<file path="config.mk">
export PLATFORM = sky130hd
export DESIGN_NAME = timer_bank_flat
export DESIGN_NICKNAME = d
export VERILOG_FILES = /design/src/rtl/timer_bank_pkg.sv /design/src/rtl/timer_bank_if.sv /design/src/rtl/timer_bank_channel.sv /design/src/rtl/timer_bank.sv /design/src/flat_wrapper.sv
export SDC_FILE = /design/constraint.sdc
export NUM_CORES = 1
export LEC_CHECK = 0
export CORE_ASPECT_RATIO = 2
export CORE_MARGIN = 10
export CORE_UTILIZATION = 55
export CTS_CLUSTER_SIZE = 14
export DETAILED_ROUTE_END_ITERATION = 10
export PLACE_DENSITY = 0.74
export SYNTH_ARGS = -nofsm -noshare
export SYNTH_HDL_FRONTEND = slang
export SYNTH_SLANG_ARGS = --single-unit
export TNS_END_PERCENT = 30
</file>
<file path="constraint.sdc">
create_clock -name clock -period 5.83 [get_ports clock]
set_input_delay 1.4575 -clock clock [delete_from_list [all_inputs] [get_ports clock]]
set_output_delay 1.4575 -clock clock [all_outputs]
set_load 0.02 [all_outputs]
</file>
<file path="src/rtl/timer_bank_pkg.sv">
// timer_bank_pkg: register map, CONTROL/STATUS bit positions and the
// channel state encoding shared by the timer bank, its channels and the bus.
package timer_bank_pkg;

    localparam logic [1:0] REG_START_VALUE = 2'd0;
    localparam logic [1:0] REG_CURRENT     = 2'd1;
    localparam logic [1:0] REG_CONTROL     = 2'd2;
    localparam logic [1:0] REG_STATUS      = 2'd3;

    localparam int CTRL_START    = 0;
    localparam int CTRL_STOP     = 1;
    localparam int CTRL_PERIODIC = 2;
    localparam int CTRL_IRQ_EN   = 3;
    localparam int CTRL_CASCADE  = 4;

    localparam int STAT_EXPIRED  = 0;
    localparam int STAT_RUNNING  = 1;

    typedef enum logic {
        CH_IDLE = 1'b0,
        CH_RUN  = 1'b1
    } chan_state_e;

endpackage

</file>
<file path="src/rtl/timer_bank_if.sv">
// timer_bank_if: register-window bus of the timer bank. The core's
// REGISTER32 decode is the master; the timer bank is the slave.
interface timer_bank_if #(
    parameter int NUM_CHANNELS = 4
);
    import timer_bank_pkg::*;

    localparam int ADDR_W = $clog2(NUM_CHANNELS) + 2;

    logic                    write;
    logic                    cs;
    logic                    prescale_cs;
    logic [ADDR_W-1:0]       reg_addr;
    logic [31:0]             data_in;
    logic [31:0]             data_out;
    logic [NUM_CHANNELS-1:0] irq_pending;
    logic                    irq;

    modport master (
        output write, cs, prescale_cs, reg_addr, data_in,
        input  data_out, irq_pending, irq
    );

    modport slave (
        input  write, cs, prescale_cs, reg_addr, data_in,
        output data_out, irq_pending, irq
    );

endinterface

</file>
<file path="src/rtl/timer_bank_channel.sv">
// timer_channel: one down-counter with its IDLE/RUN state machine and its
// START_VALUE, CONTROL and STATUS bits. Optional macro TIMER_BANK_CASCADE_EN
// lets a channel count on the previous channel's expiry pulse.
module timer_channel import timer_bank_pkg::*; #(
    parameter int WIDTH         = 32,
    parameter bit ALLOW_CASCADE = 1'b0
) (
    input  logic        clock,
    input  logic        reset,
    input  logic        countTick_i,
    input  logic        cascadeIn_i,
    input  logic        wrEn_i,
    input  logic [1:0]  regSel_i,
    input  logic [31:0] wrData_i,
    output logic [31:0] rdData_o,
    output logic        expire_o,
    output logic        irqPending_o
);

`ifdef TIMER_BANK_CASCADE_EN
    localparam bit CascadeAllowed = ALLOW_CASCADE;
`else
    localparam bit CascadeAllowed = 1'b0 & ALLOW_CASCADE;
`endif

    chan_state_e      state_q, state_d;
    logic [WIDTH-1:0] startValue_q, startValue_d;
    logic [WIDTH-1:0] current_q, current_d;
    logic             periodic_q, periodic_d;
    logic             irqEn_q, irqEn_d;
    logic             cascade_q, cascade_d;
    logic             expired_q, expired_d;
    logic             countEn;
    logic             startCmd;
    logic             stopCmd;
    logic             expireEvt;

    assign countEn = cascade_q ? cascadeIn_i : countTick_i;

    // State and register bank update; reset returns everything to zero.
    always_ff @(posedge clock) begin
        if (reset) begin
            state_q      <= CH_IDLE;
            startValue_q <= '0;
            current_q    <= '0;
            periodic_q   <= 1'b0;
            irqEn_q      <= 1'b0;
            cascade_q    <= 1'b0;
            expired_q    <= 1'b0;
        end else begin
            state_q      <= state_d;
            startValue_q <= startValue_d;
            current_q    <= current_d;
            periodic_q   <= periodic_d;
            irqEn_q      <= irqEn_d;
            cascade_q    <= cascade_d;
            expired_q    <= expired_d;
        end
    end

    // Register writes, then STOP > START > counting; expiry set beats W1C.
    always_comb begin
        state_d      = state_q;
        startValue_d = startValue_q;
        current_d    = current_q;
        periodic_d   = periodic_q;
        irqEn_d      = irqEn_q;
        cascade_d    = cascade_q;
        expired_d    = expired_q;
        expireEvt    = 1'b0;
        startCmd     = wrEn_i && (regSel_i == REG_CONTROL) && wrData_i[CTRL_START];
        stopCmd      = wrEn_i && (regSel_i == REG_CONTROL) && wrData_i[CTRL_STOP];

        if (wrEn_i) begin
            case (regSel_i)
                REG_START_VALUE: startValue_d = wrData_i[WIDTH-1:0];
                REG_CONTROL: begin
                    periodic_d = wrData_i[CTRL_PERIODIC];
                    irqEn_d    = wrData_i[CTRL_IRQ_EN];
                    cascade_d  = CascadeAllowed & wrData_i[CTRL_CASCADE];
                end
                REG_STATUS: begin
                    if (wrData_i[STAT_EXPIRED]) expired_d = 1'b0;
                end
                default: ;
            endcase
        end

        if (stopCmd) begin
            state_d = CH_IDLE;
        end else if (startCmd) begin
            state_d   = CH_RUN;
            current_d = startValue_q;
        end else if ((state_q == CH_RUN) && countEn) begin
            if (current_q != '0) begin
                current_d = current_q - WIDTH'(1);
            end else begin
                expireEvt = 1'b1;
                expired_d = 1'b1;
                if (periodic_q) current_d = startValue_q;
                else            state_d   = CH_IDLE;
            end
        end
    end

    // Register read-back, zero-extended to the 32-bit bus.
    always_comb begin
        rdData_o = '0;
        case (regSel_i)
            REG_START_VALUE: rdData_o = 32'(startValue_q);
            REG_CURRENT:     rdData_o = 32'(current_q);
            REG_CONTROL:     rdData_o = 32'({cascade_q, irqEn_q, periodic_q, 2'b00});
            REG_STATUS:      rdData_o = 32'({state_q == CH_RUN, expired_q});
            default:         rdData_o = '0;
        endcase
    end

    assign expire_o     = expireEvt;
    assign irqPending_o = expired_q & irqEn_q;

endmodule

</file>
<file path="src/rtl/timer_bank.sv">
// timer_bank: NUM_CHANNELS down-counters behind one 32-bit register window
// with a shared prescaler. Optional macro TIMER_BANK_CASCADE_EN enables
// channel chaining through CONTROL bit4 (handled in timer_channel).
module timer_bank import timer_bank_pkg::*; #(
    parameter int NUM_CHANNELS   = 4,
    parameter int WIDTH          = 32,
    parameter int PRESCALE_WIDTH = 8
) (
    input  logic         clock,
    input  logic         reset,
    timer_bank_if.slave  bus
);

    logic                      wrSel_q, wrSel_d;
    logic                      wrPulse;
    logic [PRESCALE_WIDTH-1:0] prescale_q, prescale_d;
    logic [PRESCALE_WIDTH-1:0] preCnt_q, preCnt_d;
    logic                      tick;
    int                        chIdx;
    logic [31:0]               readData;
    logic [NUM_CHANNELS-1:0]   chWrEn;
    logic [NUM_CHANNELS-1:0]   chExpire;
    logic [NUM_CHANNELS-1:0]   chIrq;
    logic [31:0]               chRdData [NUM_CHANNELS];
    logic                      unusedLastExpire;

    assign chIdx            = int'(bus.reg_addr >> 2);
    assign tick             = (preCnt_q == prescale_q);
    assign unusedLastExpire = chExpire[NUM_CHANNELS-1];

    // Strobe history and prescaler registers.
    always_ff @(posedge clock) begin
        if (reset) begin
            wrSel_q    <= 1'b0;
            prescale_q <= '0;
            preCnt_q   <= '0;
        end else begin
            wrSel_q    <= wrSel_d;
            prescale_q <= prescale_d;
            preCnt_q   <= preCnt_d;
        end
    end

    // First-cycle write detection and the free-running prescale counter.
    always_comb begin
        wrSel_d    = bus.write & (bus.cs | bus.prescale_cs);
        wrPulse    = wrSel_d & ~wrSel_q;
        prescale_d = prescale_q;
        preCnt_d   = tick ? '0 : preCnt_q + PRESCALE_WIDTH'(1);
        if (wrPulse && bus.prescale_cs) begin
            prescale_d = bus.data_in[PRESCALE_WIDTH-1:0];
            preCnt_d   = '0;
        end
    end

    for (genvar n = 0; n < NUM_CHANNELS; n++) begin : g_chan
        logic cascadeIn;

        if (n == 0) begin : g_head
            assign cascadeIn = 1'b0;
        end else begin : g_tail
            assign cascadeIn = chExpire[n-1];
        end

        assign chWrEn[n] = wrPulse & bus.cs & (chIdx == n);

        timer_channel #(
            .WIDTH         (WIDTH),
            .ALLOW_CASCADE (n != 0)
        ) u_chan (
            .clock        (clock),
            .reset        (reset),
            .countTick_i  (tick),
            .cascadeIn_i  (cascadeIn),
            .wrEn_i       (chWrEn[n]),
            .regSel_i     (bus.reg_addr[1:0]),
            .wrData_i     (bus.data_in),
            .rdData_o     (chRdData[n]),
            .expire_o     (chExpire[n]),
            .irqPending_o (chIrq[n])
        );
    end

    // Read mux; out-of-range channels and an unselected window read 0.
    always_comb begin
        readData = '0;
        if (bus.cs) begin
            for (int n = 0; n < NUM_CHANNELS; n++) begin
                if (chIdx == n) readData = chRdData[n];
            end
        end else if (bus.prescale_cs) begin
            readData = 32'(prescale_q);
        end
    end

    assign bus.data_out    = readData;
    assign bus.irq_pending = chIrq;
    assign bus.irq         = |chIrq;

endmodule

</file>
<file path="src/flat_wrapper.sv">
// flat-port wrapper written by rule: the top's interface ports become plain ports
module timer_bank_flat import timer_bank_pkg::*;
#(
    parameter int NUM_CHANNELS   = 4,
    parameter int WIDTH          = 32,
    parameter int PRESCALE_WIDTH = 8
)
  (clock, reset, bus_write, bus_cs, bus_prescale_cs, bus_reg_addr, bus_data_in, bus_data_out, bus_irq_pending, bus_irq);
  timer_bank_if #(.NUM_CHANNELS(NUM_CHANNELS)) bus_i ();
  input  logic clock;
  input  logic reset;
  input wire logic [$bits(bus_i.write)-1:0] bus_write;
  input wire logic [$bits(bus_i.cs)-1:0] bus_cs;
  input wire logic [$bits(bus_i.prescale_cs)-1:0] bus_prescale_cs;
  input wire logic [$bits(bus_i.reg_addr)-1:0] bus_reg_addr;
  input wire logic [$bits(bus_i.data_in)-1:0] bus_data_in;
  output wire logic [$bits(bus_i.data_out)-1:0] bus_data_out;
  output wire logic [$bits(bus_i.irq_pending)-1:0] bus_irq_pending;
  output wire logic [$bits(bus_i.irq)-1:0] bus_irq;
  assign bus_i.write = bus_write;
  assign bus_i.cs = bus_cs;
  assign bus_i.prescale_cs = bus_prescale_cs;
  assign bus_i.reg_addr = bus_reg_addr;
  assign bus_i.data_in = bus_data_in;
  assign bus_data_out = bus_i.data_out;
  assign bus_irq_pending = bus_i.irq_pending;
  assign bus_irq = bus_i.irq;
  timer_bank #(.NUM_CHANNELS(NUM_CHANNELS), .WIDTH(WIDTH), .PRESCALE_WIDTH(PRESCALE_WIDTH)) u_core (.clock(clock), .reset(reset), .bus(bus_i));
endmodule
</file>
## Yosys cells after proc, flatten, opt, wreduce, memory -nomap -nowiden

Index checks and enable logic that the tools add are counted.

- Shifts and indexed selects: 0
- Reductions and logical operators: 53
- $add $sub $neg: 5
- Mux-type cells: 70
- Bitwise operators: 17
- Multipliers: 0
- Equality and inequality tests: 15
- Magnitude comparators: 0
- Div/mod/pow operators: 0

Operators with widths:

| operator | count |
|---|---|
| 32-bit two-way mux | 21 |
| 32-bit one-hot mux with 4 select lines | 4 |
| 32-bit nonzero test | 4 |
| 32-bit by 1-bit subtractor with 32-bit output, second input constant | 4 |
| 1-bit two-way mux | 44 |
| 32-bit logical NOT | 1 |
| 3-bit AND reduction | 8 |
| 1-bit logical AND | 17 |
| 2-bit AND reduction | 8 |
| 3-bit nonzero test | 4 |
| 1-bit AND | 11 |
| 8-bit by 1-bit adder with 8-bit output, second input constant | 1 |
| 2-bit == test, second input constant | 4 |
| 8-bit == test | 1 |
| 8-bit two-way mux | 1 |
| 2-bit by 1-bit inequality test with 1-bit output, second input constant | 4 |
| 2-bit inequality test, second input constant | 4 |
| 2-bit nonzero test | 4 |
| 2-bit OR reduction | 4 |
| 1-bit NOT | 5 |
| 2-bit by 1-bit == test with 1-bit output, second input constant | 2 |
| 4-bit OR reduction | 1 |
| 3-bit OR reduction | 1 |
| 2-bit logical NOT | 1 |
| 1-bit OR | 1 |

- Memory bits (writable): 0
- Output and inout bits: 37
- Memories: 0
- ROM bits: 0
- Latch bits: 0
- Flip-flop bits (word level): 289

## Depth between registers and ports, before layout

- Depth in word-level cells: 10
- Mapped depth: 11
- Depth with buffers taken out: 8

## Hierarchy

A second synthesis with hierarchy kept.

- Cell total of the unflattened synthesis: 2304
- Area, all modules: 17802.1 µm²

By module, submodules not included:

| module | area each (µm²) | cells an instance | times used | seq. area each (µm²) |
|---|---|---|---|---|
| timer_channel at u_core.g_chan[1].u_chan ... | 3963.8 | 536 | 2 | 1361.3 |
| timer_channel at u_core.g_chan[0].u_chan | 4013.8 | 528 | 1 | 1361.3 |
| timer_channel at u_core.g_chan[3].u_chan | 4001.3 | 529 | 1 | 1361.3 |
| timer_bank | 1859.3 | 175 | 1 | 340.3 |

## Worst setup path after synthesis

OpenSTA, ideal clock, no wires.

- Path type: input to output
- Start point: input bus_reg_addr[0]
- End point: output bus_data_out[25]
- Arrival time: 3444 ps
- Required time: 4373 ps
- Stages: 7
- Setup slack: 928 ps
- Cells stage by stage: clkbuf_1 -> buf_1 -> buf_1 -> clkbuf_1 -> mux4_2 -> mux2i_1 -> nor2_1

- Cells in the longest elaborated chain, start to end: 7
- Elaborated cells on any way between the ends: 13

Ends and longest elaborated chain:

| what | RTL line | RTL |
|---|---|---|
| start: declaration | flat_wrapper.sv:15 | `input wire logic [$bits(bus_i.reg_addr)-1:0] bus_reg_addr;` |
| 2-bit == test (tied with other cells) | timer_bank_channel.sv:109 | `case (regSel_i)` |
| 32-bit one-hot mux with 4 select lines | timer_bank_channel.sv:109 |  |
| 32-bit two-way mux (3 in series) | timer_bank.sv:89 | `if (chIdx == n) readData = chRdData[n];` |
| 32-bit two-way mux * | timer_bank.sv:89 |  |
| 32-bit two-way mux * | timer_bank.sv:87 | `if (bus.cs) begin` |
| end: declaration | flat_wrapper.sv:17 | `output wire logic [$bits(bus_i.data_out)-1:0] bus_data_out;` |

Mark *: on every way between the ends. The rest lies on a longest branch, timed or not.

## Final worst setup path

- Start point: input bus_reg_addr[1]
- End point: output bus_data_out[7]

Same word-level chain as after synthesis.

==> key figures <==
Drt
  – DRC Markers: 0
  – Vias/cell: 6.98
  – Final WL: 63.3 mm
  – Iter 0 DRT Violations: 2388
  – Drt pass-1 iters: 6
  – Final ANT Viol Nets: 0
  – Via count: 17600
  – Post-DR wirelength/cell: 25.1 um

STA
  – Setup ws final: 0.293 ns
  – Worst-margin pin slew: 1.11 ns
  – Max transition margin: 0.256
  – Final worst path period share: 0.950
  – Final Hold Fails: 0
  – RSZ-0062 raised after global routing: false
  – Final Max Tran Viols: 0
  – Clk_skew: 0.0123 ns
  – Hold_ws: 0.472 ns
  – Final setup TNS: 0 ns
  – Setup violations, final: 0
  – Fin crit period: 5.54 ns
  – Max Clock Freq: 0.181 GHz

Global route
  – Number of global-route vias before repair: 16900
  – GRT Overall Usage: 0.325
  – Global route overflow: 0
  – Largest net degree at the start of global routing: 198
  – Initial antenna violation count: 0
  – First-pass GRT wire length: 97.6 mm

Place
  – Port Buffers: 77
  – Routability Congestion: 1.04
  – Pre-CTS setup slack: 0.347 ns
  – Post-DP HPWL: 45.0 mm

Synth
  – Ys flop type: dfxtp_1
  – Number of synthesized flops with an enable pin: 0
  – Mapped Nets: 2200
  – Yosys cell types: 70
  – Synth top area cells: dfxtp_1, nand2_1, a21oi_1, mux4_2, mux2i_1
  – Mean post-synth cell area: 7.77 sq um
  – Share of flip-flops with an asynchronous set or reset: 0
  – Synth warn: 0
  – Synth top area share: 0.346
  – Sequential fraction of the synthesis area: 0.346
  – Netlist Area Pre-Place: 16700 sq um
  – Seq cells post-synth: 289
  – Synth area leader: dfxtp_1
  – Synth Instances: 2150

Clock tree
  – Root buffer selected by CTS: clkbuf_16
  – Num CTS Buffers: 28
  – Resized cells post-CTS: 0
  – Post-CTS setup buffers: 0
  – CTS Hold Bufs: 0
  – Clock sink count: 289
  – TritonCTS clock tree: yes
  – Clk slew on worst S/H paths: 0.07 ns
  – Clk_lat worst skew: 0.57 ns
  – Htree depth: 1
  – CTS max path bufs: 3

Floorplan
  – Chip width: 143 um
  – I/O pins: 78
  – Rows: 90
  – Core area: 30100 sq um
  – Die H: 266 um
  – Die ar.: 38200 sq um
  – Initial Util: 0.556

Hold path
  – Hold Crit Start: u_core.g_chan[3].u_chan.startValue_q[15]
  – Worst min-delay path category: reg -> reg
  – Hold-critical path depth: 2
  – Hold path endpoint: u_core.g_chan[3].u_chan.startValue_q[15]

Setup path
  – Critical path arrival: 4.08 ns
  – RR Startpoint: u_core.g_chan[2].u_chan.current_q[0]
  – WP data required: 4.37 ns
  – Startpoint Class: input pin
  – Kind of critical path: in -> out
  – R2R Setup Slk: 1.96 ns
  – R2R depth: 8
  – CP max FO: 25
  – Reg-to-Reg End: u_core.g_chan[2].u_chan.current_q[17]
  – CP endpoint kind: output port

Layout
  – Diode count: 0
  – Nets: 2186
  – Layout cells sized above 1: 0.0872
  – Synthesis-to-finish area growth: 11.6%

Power
  – P per Cell Area: 228 nW/um^2
  – Lkg Pwr: 6.35 nW
  – Max IR drop VDD: 230 uV

Outcome
  – Outcome: completed

Run
  – MaxCap Viol Count: 0
power by group:
part	switching (mW)	internal, mW	leakage [nW]
registers	0.0160	1.99	2.33
logic	0.284	0.133	3.58
clock network	0.843	0.988	0.436
total	1.14	3.11	6.35
synth_stat cells, types with 18 or more instances:
library cell	instances
nand2_1	391
dfxtp_1	289
a21oi_1	254
clkbuf_1	141
nor2_1	138
nor3_1	97
o21ai_0	97
mux2i_1	82
o32ai_1	58
nand3_1	53
nor4_1	49
nand4_1	48
inv_1	45
mux4_2	44
or3_1	31
a2111oi_0	22
a221oi_1	18
cells in the final DEF, fill, tap and decap left out, types with 9 or more instances in the layout:
cell and n:
a2111oi_0 22, a211oi_1 15, a21oi_1 254, a221oi_1 18, a22oi_1 11, a31oi_1 11, and2_1 11, buf_4 52
clkbuf_16 29, clkdlybuf4s50_1 73, clkinv_2 9, dfxtp_1 289, ha_1 9, inv_1 45, mux2i_1 82, mux4_2 44
nand2_1 391, nand2b_1 11, nand3_1 53, nand4_1 48, nor2_1 132, nor2b_1 14, nor3_1 92, nor4_1 49
nor4b_1 9, o211ai_1 9, o21a_1 13, o21ai_0 97, o22ai_1 13, o32ai_1 58, or3_1 31, or4_1 15
xnor2_1 9
flip-flops by register name (all words and copies together) (netlist names):
register,flops
u_core.g_chan.u_chan.expired_q,4
u_core.g_chan.u_chan.startValue_q,128
u_core.g_chan.u_chan.periodic_q,4
u_core.g_chan.u_chan.irqEn_q,4
u_core.g_chan.u_chan.current_q,128
u_core.g_chan.u_chan.state_q,4
u_core.preCnt_q,8
u_core.prescale_q,8
u_core.wrSel_q,1
cell families (layout without fill, tap and decap cells):
group / count (synthesis) / count (layout) / synth area share
simple gates: 904 / 904 / 0.254
compound gates: 585 / 585 / 0.223
xor+xnor: 14 / 14 / 0.00734
flops: 289 / 289 / 0.346
buf+inv: 223 / 228 / 0.0535
fa+ha+maj: 9 / 9 / 0.00674
mux: 126 / 126 / 0.108
layout make-up:
type / instances / area, sq um
multi-input cells: 1638 / 10100
well taps: 368 / 460
fillers: 2675 / 11400
clock buffers: 35 / 778
repair buffers: 133 / 1260
flip-flops and latches: 289 / 5790
clock inverters: 14 / 106
inverters: 46 / 173
worst max-delay path, stage by stage:
cell and delay, ns:
clkdlybuf4s50_1 0.47, buf_4 0.30, nor2_1 0.14, nand2_1 0.30, o22ai_1 0.15, o21ai_0 0.50
o21ai_0 0.17, clkdlybuf4s50_1 0.58
metal layers:
layer  GRT usage  part of all wire  vias up
li1            -                 -     7911
met1       0.370              0.36     8339
met2       0.552              0.49     1069
met3      0.0425             0.078      281
met4       0.218             0.073        0
met5           0                 0        -
per-stage QoR:
step / power (mW) / cells / util / cell area [sq um]
floorplan: 2.29 / 2150 / - / 16700
global placement: 2.44 / 2474 / 0.590 / 17800
detailed placement: 2.45 / 2474 / 0.590 / 17800
CTS: 4.24 / 2523 / 0.620 / 18600
global route: 4.36 / 2523 / 0.620 / 18600
finish: 4.25 / 2523 / 0.620 / 18600
worst max path at each step:
stage / endpoint / slack, ns / depth (start not counted) / from
after floorplan: bus_data_out[25] / 0.93 / 7 / bus_reg_addr[0]
after global placement: bus_data_out[7] / 0.38 / 8 / bus_reg_addr[1]
after detailed placement: bus_data_out[7] / 0.35 / 8 / bus_reg_addr[1]
after CTS: bus_data_out[7] / 0.34 / 8 / bus_reg_addr[1]
after global routing: bus_data_out[7] / 0.30 / 8 / bus_reg_addr[1]
final: bus_data_out[7] / 0.29 / 8 / bus_reg_addr[1]
No activity file was read; power rests on OpenSTA's default activity.
